File: config.mk
export PLATFORM = sky130hd
export DESIGN_NAME = buffer_load_arbiter
export DESIGN_NICKNAME = d
export VERILOG_FILES = /design/src/rtl/buffer_pkg.sv /design/src/rtl/rr_arbiter.sv /design/src/rtl/buffer_load_arbiter.sv
export SDC_FILE = /design/constraint.sdc
export NUM_CORES = 1
export LEC_CHECK = 0
export ABC_AREA = 1
export CORE_MARGIN = 2
export CORE_UTILIZATION = 45
export DETAILED_ROUTE_END_ITERATION = 10
export PLACE_DENSITY = 0.76
export SYNTH_ARGS = -nofsm -noshare
export SYNTH_HDL_FRONTEND = slang
export SYNTH_HIERARCHICAL = 1
export SYNTH_SLANG_ARGS = --single-unit
File: constraint.sdc
create_clock -name sclk -period 1.8 [get_ports sclk]
set_clock_uncertainty 0.05 [all_clocks]
set_input_delay 0.36 -clock sclk [delete_from_list [all_inputs] [get_ports sclk]]
set_output_delay 0.36 -clock sclk [all_outputs]
set_load 0.005 [all_outputs]
File: src/rtl/buffer_pkg.sv
// Shared constants and FSM encoding for the pattern-buffer load path.
package buffer_pkg;

  localparam int unsigned BUFFER_WIDTH = 8;
  localparam int unsigned BUFFER_SIZE  = 32;
  localparam int unsigned NO_BUFS      = 8;

  localparam logic [2:0] SEQ1ADR    = 3'd0;
  localparam logic [2:0] SEQ2ADR    = 3'd1;
  localparam logic [2:0] SEQCTRLADR = 3'd2;

  typedef enum logic [0:0] {
    IDLE  = 1'b0,
    SHIFT = 1'b1
  } state_e;

endpackage

File: src/rtl/rr_arbiter.sv
// Round-robin requester select; a locked packet pins the grant to its owner.
module rr_arbiter #(
  parameter int unsigned NO_REQ = 2,
  parameter int unsigned PTR_W  = 1
) (
  input  logic [NO_REQ-1:0] req,
  input  logic              lock,
  input  logic [PTR_W-1:0]  last,
  output logic [NO_REQ-1:0] gnt
);

  int idx;

  always_comb begin
    gnt = '0;
    idx = 0;
    if (lock) begin
      // The owner of a locked packet is always the most recently granted one.
      gnt[last] = req[last];
    end else begin
      for (int i = 1; i <= int'(NO_REQ); i++) begin
        idx = (int'(last) + i) % int'(NO_REQ);
        if (gnt == '0 && req[idx]) begin
          gnt[idx] = 1'b1;
        end
      end
    end
  end

endmodule

File: src/rtl/buffer_load_arbiter.sv
// Arbitrates byte writes from several requesters onto the serial buffer-bank port,
// exchanging each byte MSB-first and returning the byte shifted out of the bank.
module buffer_load_arbiter #(
  parameter int unsigned BUFFER_WIDTH = buffer_pkg::BUFFER_WIDTH,
  parameter int unsigned NO_REQ       = 2
) (
  input  logic                                sclk,
  input  logic                                rst,
  input  logic [NO_REQ-1:0]                   req_valid,
  output logic [NO_REQ-1:0]                   req_ready,
  input  logic [NO_REQ-1:0][2:0]              req_addr,
  input  logic [NO_REQ-1:0][BUFFER_WIDTH-1:0] req_data,
  input  logic [NO_REQ-1:0]                   req_last,
  output logic [NO_REQ-1:0]                   grant,
  output logic                                sin,
  output logic                                ssel,
  output logic [2:0]                          saddr,
  input  logic                                sout,
  output logic [BUFFER_WIDTH-1:0]             rd_data,
  output logic                                rd_valid,
  output logic                                busy
);

  import buffer_pkg::*;

  localparam int unsigned CntW = $clog2(BUFFER_WIDTH) + 1;
  localparam int unsigned PtrW = (NO_REQ > 1) ? $clog2(NO_REQ) : 1;

  localparam logic [0:0] StIdle  = IDLE;
  localparam logic [0:0] StShift = SHIFT;

  logic [0:0]              state_q;
  logic [CntW-1:0]         cnt_q;
  logic [BUFFER_WIDTH-1:0] sh_q;
  logic [2:0]              saddr_q;
  logic [NO_REQ-1:0]       grant_q;
  logic                    lock_q;
  logic [PtrW-1:0]         last_q;
  logic [BUFFER_WIDTH-1:0] rd_data_q;
  logic                    rd_valid_q;

  logic [NO_REQ-1:0] arb_gnt;
  logic [PtrW-1:0]   sel_idx;
  logic              accept;
  logic              shift_done;

  rr_arbiter #(
    .NO_REQ (NO_REQ),
    .PTR_W  (PtrW)
  ) u_rr_arbiter (
    .req  (req_valid),
    .lock (lock_q),
    .last (last_q),
    .gnt  (arb_gnt)
  );

  always_comb begin
    sel_idx = '0;
    for (int i = 0; i < int'(NO_REQ); i++) begin
      if (arb_gnt[i]) begin
        sel_idx = PtrW'(i);
      end
    end
  end

  assign req_ready  = (state_q == StIdle && !rst) ? arb_gnt : '0;
  assign accept     = |(req_valid & req_ready);
  assign shift_done = (state_q == StShift) && (cnt_q == CntW'(BUFFER_WIDTH - 1));

  // One register serves both directions: data leaves at the MSB while sout enters at the LSB.
  always_ff @(posedge sclk) begin
    if (rst) begin
      state_q    <= StIdle;
      cnt_q      <= '0;
      sh_q       <= '0;
      saddr_q    <= '0;
      grant_q    <= '0;
      lock_q     <= 1'b0;
      last_q     <= PtrW'(NO_REQ - 1);
      rd_data_q  <= '0;
      rd_valid_q <= 1'b0;
    end else begin
      rd_valid_q <= 1'b0;
      case (state_q)
        StIdle: begin
          if (accept) begin
            state_q <= StShift;
            cnt_q   <= '0;
            sh_q    <= req_data[sel_idx];
            saddr_q <= req_addr[sel_idx];
            grant_q <= arb_gnt;
            last_q  <= sel_idx;
            lock_q  <= !req_last[sel_idx];
          end
        end
        StShift: begin
          sh_q  <= {sh_q[BUFFER_WIDTH-2:0], sout};
          cnt_q <= cnt_q + CntW'(1);
          if (shift_done) begin
            state_q    <= StIdle;
            rd_data_q  <= {sh_q[BUFFER_WIDTH-2:0], sout};
            rd_valid_q <= 1'b1;
            if (!lock_q) begin
              grant_q <= '0;
            end
          end
        end
        default: state_q <= StIdle;
      endcase
    end
  end

  assign ssel     = (state_q == StShift);
  assign sin      = ssel & sh_q[BUFFER_WIDTH-1];
  assign saddr    = saddr_q;
  assign grant    = grant_q;
  assign busy     = ssel | lock_q;
  assign rd_data  = rd_data_q;
  assign rd_valid = rd_valid_q;

endmodule

==> Word level (Yosys, flattened, before mapping) <==
Cells that the tools add are included.
{ "word_totals": {"regBits": 29, "latchBits": 0, "ramBits": 0, "rom_bits": 0, "inputBits": 29, "word_cells": 83, "mem_count": 0} }
{ "classes": {"n_addsub": 3, "multipliers": 0, "n_div": 0, "order_cmp": 7, "eq_ne": 4, "shift": 0, "muxes": 38, "bitwise_logic": 8, "reduce_logical": 14} }
{ "ops": {"columns": ["operator", "count"], "rows": [
  ["8-bit two-way mux", 3],
  ["1-bit two-way mux", 17],
  ["2-bit two-way mux", 8],
  ["8-bit case mux with 2 select lines", 1],
  ["4-bit case mux with 2 select lines", 1],
  ["1-bit logical AND", 6],
  ["2-bit by 3-bit < comparator with 1-bit output (second input constant)", 2],
  ["3-bit two-way mux", 2],
  ["4-bit by 1-bit adder with 4-bit output (second input constant)", 1],
  ["2-bit AND", 2],
  ["4-bit by 3-bit equality test with 1-bit output (second input constant)", 1],
  ["2-bit by 1-bit >= comparator with 1-bit output (second input constant)", 2],
  ["1-bit by 2-bit < comparator with 1-bit output (second input constant)", 2],
  ["4-bit two-way mux", 1],
  ["2-bit inequality test (second input constant)", 2],
  ["2-bit case mux with 2 select lines", 1],
  ["2-bit AND reduction", 2],
  ["2-bit OR reduction", 2],
  ["1-bit demux with 1-bit select", 3],
  ["3-bit AND reduction", 1],
  ["1-bit adder (second input constant)", 2],
  ["1-bit AND (first input constant)", 2],
  ["1-bit zero test", 2],
  ["2-bit zero test", 1],
  ["7 further kinds", 7]
]} }

==> Logic depth before layout (Yosys ltp) <==
Gate-level depths: netlist (run 1).
{ "logic_depth": {"ltp_word": 17, "mapped_depth": 12} }

==> By module <==
Netlist (run 1), hierarchy kept.
{ "modules_own_cells": {"columns": ["mod", "instances", "cells_each", "area_per_inst_um2", "seq_area_each_um2"], "rows": [
  ["buffer_load_arbiter", 1, 216, 1531.5, 580.6],
  ["rr_arbiter", 1, 10, 52.6, 0.0]
]} }

==> Least setup slack after synthesis (run 1) <==
OpenSTA, ideal clock, no wires.
{ "synth_path": {"path_type": "flip-flop to output port", "startpoint": "reg last_q", "endpoint": "out req_ready[1]", "arrival_ns": 1.150, "required_time_ns": 1.390, "setup_slack_ns": 0.240, "stages_incl_launch_ff": 8, "n_path_buf": 1, "cell_sequence": "dfxtp_1 inv_2 nand2_2 nand2_2 a21oi_2 inv_2 buf_6 nor3_1"} }
{ "synth_between": {"elab_chain_cells": 13, "elab_cells_between_ends": 36} }
{ "synth_lines": {"columns": ["item", "line_no", "rtl"], "rows": [
  ["start, declared", "buffer_load_arbiter.sv:38", "logic [PtrW-1:0] last_q;"],
  ["start signal, assigned", "buffer_load_arbiter.sv:79", "last_q <= PtrW'(NO_REQ - 1);"],
  ["start signal, assigned", "buffer_load_arbiter.sv:92", "last_q <= sel_idx;"],
  ["1-bit adder", "rr_arbiter.sv:22", "idx = (int'(last) + i) % int'(NO_REQ);"],
  ["1-bit AND (no line)", null, null],
  ["2-bit by 3-bit < comparator with 1-bit output (implied by the code) / 2-bit by 1-bit >= comparator with 1-bit output (equally long branches)", "rr_arbiter.sv:24", "gnt[idx] = 1'b1;"],
  ["1-bit logical AND (implied by the code)", "rr_arbiter.sv:24", null],
  ["1-bit two-way mux (implied by the code)", "rr_arbiter.sv:24", null],
  ["1-bit demux with 1-bit select", null, null],
  ["2-bit two-way mux", "rr_arbiter.sv:23", "if (gnt == '0 && req[idx]) begin"],
  ["2-bit two-way mux", "rr_arbiter.sv:17", "if (lock) begin"],
  ["2-bit zero test", "rr_arbiter.sv:23", null],
  ["1-bit logical AND", "rr_arbiter.sv:23", null],
  ["2-bit two-way mux", "rr_arbiter.sv:23", null],
  ["2-bit two-way mux (*)", "rr_arbiter.sv:17", null],
  ["via arb_gnt[1]", "buffer_load_arbiter.sv:42", "logic [NO_REQ-1:0] arb_gnt;"],
  ["2-bit two-way mux (*)", "buffer_load_arbiter.sv:66", "assign req_ready = (state_q == StIdle && !rst) ? arb_gnt : '0;"],
  ["end, declared", "buffer_load_arbiter.sv:10", "output logic [NO_REQ-1:0] req_ready,"]
]} }
Mark *: on every way through the listed nets, which the timed path passes. The rest lies on a longest branch. The select of a mux whose other input is x is not followed.

==> Worst setup path after layout (run 1) <==
{ "layout_path": {"startpoint": "reg state_q, in the netlist ssel", "endpoint": "out ssel"} }
{ "layout_rtl": {"columns": ["item", "line_no", "rtl"], "rows": [
  ["start, declared", "buffer_load_arbiter.sv:32", "logic [0:0] state_q;"],
  ["start signal, assigned", "buffer_load_arbiter.sv:73", "state_q <= StIdle;"],
  ["start signal, assigned", "buffer_load_arbiter.sv:87", "state_q <= StShift;"],
  ["start signal, assigned", "buffer_load_arbiter.sv:100", "state_q <= StIdle;"],
  ["end, declared", "buffer_load_arbiter.sv:16", "output logic ssel,"]
]} }
No word-level cell between the ends.

==> results of run 1 <==
-- tightest hold or removal path, cell delays in order (launching register included) --
cell and delay, ns:
dfxtp_1 0.32, nand2_1 0.06, nand2_1 0.04
-- routing by layer --
metal	part of all wire, %	GRT usage [%]	vias to the layer above
met4	1.8	8.15	0
met5	0	0	-
met3	5.1	5.71	7
met2	47	34.1	39
li1	-	-	839
met1	46	23.4	695
-- cells in the final DEF, fill, tap and decap left out --
| cell | synthesis | routed |
|---|---|---|
| nand2_1 | 98 | 98 |
| clkdlybuf4s50_1 | 0 | 42 |
| dfxtp_1 | 29 | 26 |
| buf_4 | 1 | 20 |
| nor2_1 | 17 | 17 |
| inv_1 | 13 | 13 |
| nand4_1 | 12 | 12 |
| a21oi_1 | 8 | 8 |
| o21ai_1 | 6 | 6 |
| a21oi_2 | 6 | 6 |
| inv_2 | 5 | 5 |
| nand2_2 | 5 | 5 |
| clkbuf_4 | 0 | 5 |
| nand3_4 | 3 | 3 |
| o21ai_0 | 3 | 3 |
| dlygate4sd2_1 | 0 | 3 |
| nor2_2 | 2 | 2 |
| clkinv_2 | 0 | 2 |
| dfxtp_2 | 0 | 2 |
| nor3_2 | 0 | 1 |
| nor2_8 | 1 | 1 |
| nand2_4 | 1 | 1 |
| inv_4 | 1 | 1 |
| o21ai_2 | 1 | 1 |
| o211ai_2 | 1 | 1 |
| xnor2_1 | 1 | 1 |
| nor3_1 | 2 | 1 |
| ha_1 | 1 | 1 |
| clkbuf_1 | 0 | 1 |
| clkbuf_2 | 0 | 1 |
| buf_2 | 1 | 1 |
| buf_6 | 7 | 1 |
| dfxtp_4 | 0 | 1 |
-- sequential cells by signal (all words and copies together) (netlist names) --
register and count:
rd_data 8, sh_q 8, cnt_q 4, saddr 3, grant 2, last_q 1
lock_q 1, rd_valid 1, ssel 1
-- Yosys cell counts --
library cell and count:
inv_2 5, nand2_4 1, a21oi_2 6, inv_4 1
buf_6 7, nand4_1 12, inv_1 13, buf_4 1
nand2_1 98, clkbuf_8 1, xnor2_1 1, nor2_2 2
dfxtp_1 29, o21ai_2 1, nand3_4 3, o21ai_1 6
a21oi_1 8, nor3_1 2, nand2_2 5, ha_1 1
nor2_1 17, o21ai_0 3, o211ai_2 1, nor2_8 1
buf_2 1
-- how the worst min path moves through the flow --
stage / start / endpoint / slack (ns) / cells after the start
after detailed placement: rd_data[4] / rd_data[4] / 0.38 / 2
final: rd_data[4] / rd_data[4] / 0.40 / 2
after global routing: rd_data[5] / rd_data[5] / 0.44 / 2
after floorplan: rd_data[0] / rd_data[0] / 0.39 / 2
after CTS: rd_data[4] / rd_data[4] / 0.40 / 2
after global placement: rd_data[0] / rd_data[0] / 0.38 / 2
-- metrics by stage --
stage	setup TNS, ns	power, mW	instances	util (%)
finish	0	1.45	338	65.9
global route	-0.00853	1.54	338	65.9
CTS	0	1.46	336	65.8
detailed placement	-3.64	1.08	327	63.7
global placement	-3.29	1.08	327	63.7
floorplan	0	0.931	226	-
-- power breakdown --
part | leakage (nW) | internal, mW | switching, mW
sequential | 0.237 | 0.674 | 0.0222
clock | 0.0320 | 0.148 | 0.235
combinational | 0.755 | 0.187 | 0.185
total | 1.02 | 1.01 | 0.443
-- cells by family after synthesis --
kind of cell,Yosys count
AOI/OAI and AO/OA,25
xor gates and xnor gates,1
adders and majority gates,1
buffers and inverters,29
DFF,29
and+or+nand+nor,141
-- what timing repair did --
item / CTS / global route
gates resized for setup: 13 / 3
setup endpoints to repair: 5 / 3
setup buffers: 1 / 2
pin swaps: 0 / 2
-- final cells by class --
class | count | area [um^2]
well taps | 46 | 57.6
repair buffers | 68 | 618
clock buffers | 6 | 41.3
fillers | 328 | 1150
multi-input cells | 168 | 830
flip-flops and latches | 29 | 587
inverters | 19 | 73.8
clock inverters | 2 | 10.0
==> metrics.md, run 1 <==
| Metric | Value |
|---|---|
| H-tree depth | 2 |
| First-pass GRT wire length | about 6400 um |
| Status | completed |
| Post-Route WL | 3580 um |
| Area after DPL | between 0.002 and 0.0025 mm^2 |
| DRT Pass-1 Iters | 4 |
| VDD IR max | 0.000397 V |
| Worst R2R Start | ssel |
| Hold WS | about 0.40 ns |
| Post-synthesis adder-cell area fraction | 0.790% |
| R2R cell count | 9 |
| Drt initial violations | 45 |
| Crit path DAT | 1.34 ns |
| Final Critical Period | 1.75 ns |
| Setup crit end kind | output port |
| Hold WC Path Type | reg -> reg |
| Post-synthesis simple-gate area fraction | between 40% and 50% |
| Final slew viol count | 0 |
| Hold Buf Count CTS | 0 |
| Die Width | 63.3 um |
| Drt wl/cell | approximately 11 um |
| Finished Cell Area | 0.00222 mm^2 |
| Syn_nets | 256 |
| PnR worst setup slack | 0.0493 ns |
| Via count | between 1500 and 2000 |
| Share of cells above drive strength 1 | 20.5% |
| RePlAce Congestion | 0.823 |
| Unique masters post-synth | 25 |
| FF+latch count, synth | 29 |
| Worst r2r dst | last_q |
| CTS Root Cell | clkbuf_4 |
| Hold Violations, Final | 0 |
| Critical Path Source Type | register |
| Slowest stage delay, CP | about 0.5 ns |
| Pwr Density | 655 mW/mm^2 |
| Core area | 0.00336 mm^2 |
| Floorplan row count | 21 |
| Crit path cell chain | buf_6 -> clkdlybuf4s50_1 |
| Die height | around 63 um |
| Compound-Gate Fraction of Synth Area | around a tenth |
| Area grow syn2layout | 40.0% |
| R2R Setup Slk | 0.26 ns |
| CP startpoint | ssel |
| Worst-path clk slew | 0.09 ns |
| Port Buffers | 47 |
| Starting density of the core | 47.1% |
| P_leak | between 1 and 1.5 nW |
| # nets final | 321 |
| Post-synthesis sequential area ratio | 36.7% |
| Gate Count Post-Synth | 226 |
| GRT Total Usage | 20.0% |
| Mux contribution to synthesized area | 0% |
| Critical path peak fanout | 7 |
| Top post-synthesis cells by area | dfxtp_1 37%, nand2_1 23%, buf_6 5.0% |
| Worst-Skew Late Latency | around 0.34 ns |
| Worst EP required | 1.39 ns |
| Antenna violations before repair | 0 |
| Detail Route Antenna Nets | 0 |
| Dpl hpwl | 2680 um |
| TritonCTS Buffers | 5 |
| Xor/xnor cell area share of the yosys netlist | 0.553% |
| Vias in the first global route | 1489 |
| Post-place setup slack | -0.430 ns |
| Least-Margin Pin Slew | 0.223 ns |
| Gr ovfl total | 0 |
| Dominant cell type by area after synthesis | dfxtp_1 |
| TritonCTS clock tree | built |
| Relative slew slack | a little under nine tenths |
| Drt via density | 4.67 |
| Share of the synthesized area in the top cell type | between 30% and 40% |
| Die area | 0.00401 mm^2 |
| Largest net degree at the start of global routing | 22 |
| Worst path depth | 2 |
| Crit path buf inv count | 2 |
| Avg Cell Area, Syn | 7.01 um^2 |
| Crit-path slowest cell | clkdlybuf4s50_1 |
| Crit path max-delay family | buffers and inverters |
| # setup viols final | 0 |
| Max-cap viol count | 0 |
| Period utilisation layout | 97.3% |
| Diodes inserted | 0 |
| Warnings, synthesis | 6 |
| Worst setup path end | ssel |
| Top-level I/O count | 48 |
| Maximum clock path buffer count | 2 |
| Mapped Area | 0.00158 mm^2 |
| Combinational family with the most area after synthesis | simple AND/OR/NAND/NOR gates |
| WS Path Type | reg -> out |
| DRC viols | 0 |
| Max frequency | around 0.57 GHz |
| Clk sink count | 29 |
(Power assumes the default switching activity.)
==> inputs of run 2 (changes only) <==
- CTS_CLUSTER_SIZE: unset -> 16
- PLACE_DENSITY: 0.76 -> 0.84
==> run 2 against run 1 <==
Register-to-register slack got worse by 0.10 ns; first-iteration DRC count increased by 18%; sequential share of layout area increased by 0.50 points; combinational power decreased by 3%; global-route usage about the same; cell count decreased by 1.8%; critical path depth increased by 1; design area decreased by 1.9%; worst setup slack improved by 0.012 ns; power decreased by 0.95%; wire length increased by 3.1%; non-clock buffer count decreased by 6; critical path type unchanged.
==> metrics.md, run 2 (synthesis results as in run 1) <==
| Metric | Value |
|---|---|
| Status | completed (unchanged) |
| Crit path DAT | 1.33 ns (was 1.34 ns) |
| Final slew viol count | 0 (unchanged) |
| Detail Route Antenna Nets | 0 (unchanged) |
| Vias in the first global route | 1477 (was 1489) |
| Die Width | 63.3 um (unchanged) |
| Floorplan row count | 21 (unchanged) |
| Most common cell after layout, fill and taps aside | nand2_1 (unchanged) |
| Die area | 0.00401 mm^2 (unchanged) |
| R2R Setup Slk | 0.16 ns (was 0.26 ns) |
| Worst EP required | 1.39 ns (about the same) |
| Core area | 0.00336 mm^2 (unchanged) |
| Setup crit end kind | output port (unchanged) |
| First-pass GRT wire length | 6180 um (was 6380 um) |
| Antenna violations before repair | 0 (unchanged) |
| TritonCTS Buffers | 5 (unchanged) |
| Maximum clock path buffer count | 2 (unchanged) |
| Critical path peak fanout | 6 (was 7) |
| Hold Violations, Final | 0 (unchanged) |
| Drt wl/cell | 11.1 um (was 10.6 um) |
| Max frequency | 0.575 GHz (was 0.571 GHz) |
| Drt initial violations | 53 (was 45) |
| Most frequent cells in the layout | 98 x nand2_1, 42 x clkdlybuf4s50_1, 26 x dfxtp_1 (unchanged) |
| Util after Layout | 64.7% (was 65.9%) |
| Final Critical Period | 1.74 ns (was 1.75 ns) |
| Area grow syn2layout | 37.4% (was 40.0%) |
| Share of cells above drive strength 1 | 18.9% (was 20.5%) |
| Relative slew slack | 84.7% (was 85.1%) |
| # nets final | 315 (was 321) |
| Starting density of the core | 47.1% (unchanged) |
| Port Buffers | 47 (unchanged) |
| WS Path Type | reg -> out (unchanged) |
| RePlAce Congestion | 0.748 (was 0.823) |
| Dpl cells | 323 (was 327) |
| Dpl hpwl | 2750 um (was 2680 um) |
| Max-cap viol count | 0 (unchanged) |
| CTS Root Cell | clkbuf_4 (unchanged) |
| Diodes inserted | 0 (unchanged) |
| DRT Pass-1 Iters | 4 (unchanged) |
| P_leak | 0.994 nW (was 1.02 nW) |
| Fin cells | 332 (was 338) |
| GRT Total Usage | 20.0% (about the same) |
| Period utilisation layout | 96.6% (was 97.3%) |
| Drt via density | 4.86 (was 4.67) |
| Worst-Skew Late Latency | 0.34 ns (about the same) |
| # setup viols final | 0 (unchanged) |
| TritonCTS clock tree | built (unchanged) |
| Die height | 63.3 um (unchanged) |
| Critical Path Source Type | register (unchanged) |
| Pwr Density | 662 mW/mm^2 (was 655 mW/mm^2) |
| H-tree depth | 2 (unchanged) |
| VDD IR max | 0.000363 V (was 0.000397 V) |
| Post-Route WL | 3690 um (was 3580 um) |
| Via count | 1615 (was 1580) |
| Worst-path clk slew | 0.10 ns (was 0.09 ns) |
| Least-Margin Pin Slew | 0.230 ns (was 0.223 ns) |
| RSZ-0062 raised after global routing | no |
| DRC viols | 0 (unchanged) |
| Gr ovfl total | 0 (unchanged) |
| Largest net degree at the start of global routing | 22 (unchanged) |
| Top-level I/O count | 48 (unchanged) |
| Hold WC Path Type | reg -> reg (unchanged) |
| Clk sink count | 29 (unchanged) |
run 2: per-layer routing:
| layer | vias up | share of wire [%] | global-route usage (%) | wire [um] |
|---|---|---|---|---|
| met1 | 728 | 40 | 20.5 | 1470 |
| met3 | 7 | 5.8 | 4.64 | 213 |
| li1 | 833 | - | - | - |
| met5 | - | 0 | 0 | 0 |
| met4 | 0 | 1.4 | 11.7 | 53 |
| met2 | 47 | 53 | 36.7 | 1960 |
run 2: cell type report:
cell class                      count  area [um^2]
Clock buffer                        6         41.3
Timing Repair Buffer               62          569
Multi-Input combinational cell    168          837
Tap cell                           46         57.6
Sequential cell                    29          587
Inverter                           19         73.8
Fill cell                         320         1190
Clock inverter                      2         10.0
run 2: report_power, final:
part           internal [mW]  total (mW)  switching [mW]
combinational          0.176       0.362           0.186
sequential             0.674       0.699          0.0246
clock                  0.148       0.379           0.230
total                  0.999        1.44           0.441
run 2: worst paths after layout:
path         startpoint         end  cells after the start
max                ssel         sin                      3
min          rd_data[4]  rd_data[4]                      2
max reg2reg      last_q     sh_q[3]                      9
min reg2reg  rd_data[4]  rd_data[4]                      2
run 2: what timing repair did:
item | 4_1_cts | 5_1_grt
pin swaps | 0 | 2
endpoints found under the setup margin | 5 | 3
resized for setup | 12 | 4
hold buffers | 0 | 0
buffers inserted | 0 | 1
cloned | 0 | 0
run 2: through the flow:
stage	power, mW	worst slack (ns)	hold slack [ns]	instance area, um^2	TNS (ns)
3_5_place_dp	1.07	-0.437	0.381	2110	-5.05
2_1_floorplan	0.931	0.240	0.392	1580	0
6_report	1.44	0.0610	0.396	2180	0
5_1_grt	1.53	0.0101	0.422	2180	0
3_3_place_gp	1.07	-0.429	0.377	2110	-4.52
4_1_cts	1.45	0.0195	0.401	2160	0
run 2: worst max-delay path, cell delays in order (launching register included):
cell and delay, ns:
dfxtp_4 0.40, nand2_1 0.06, inv_1 0.04, clkdlybuf4s50_1 0.48
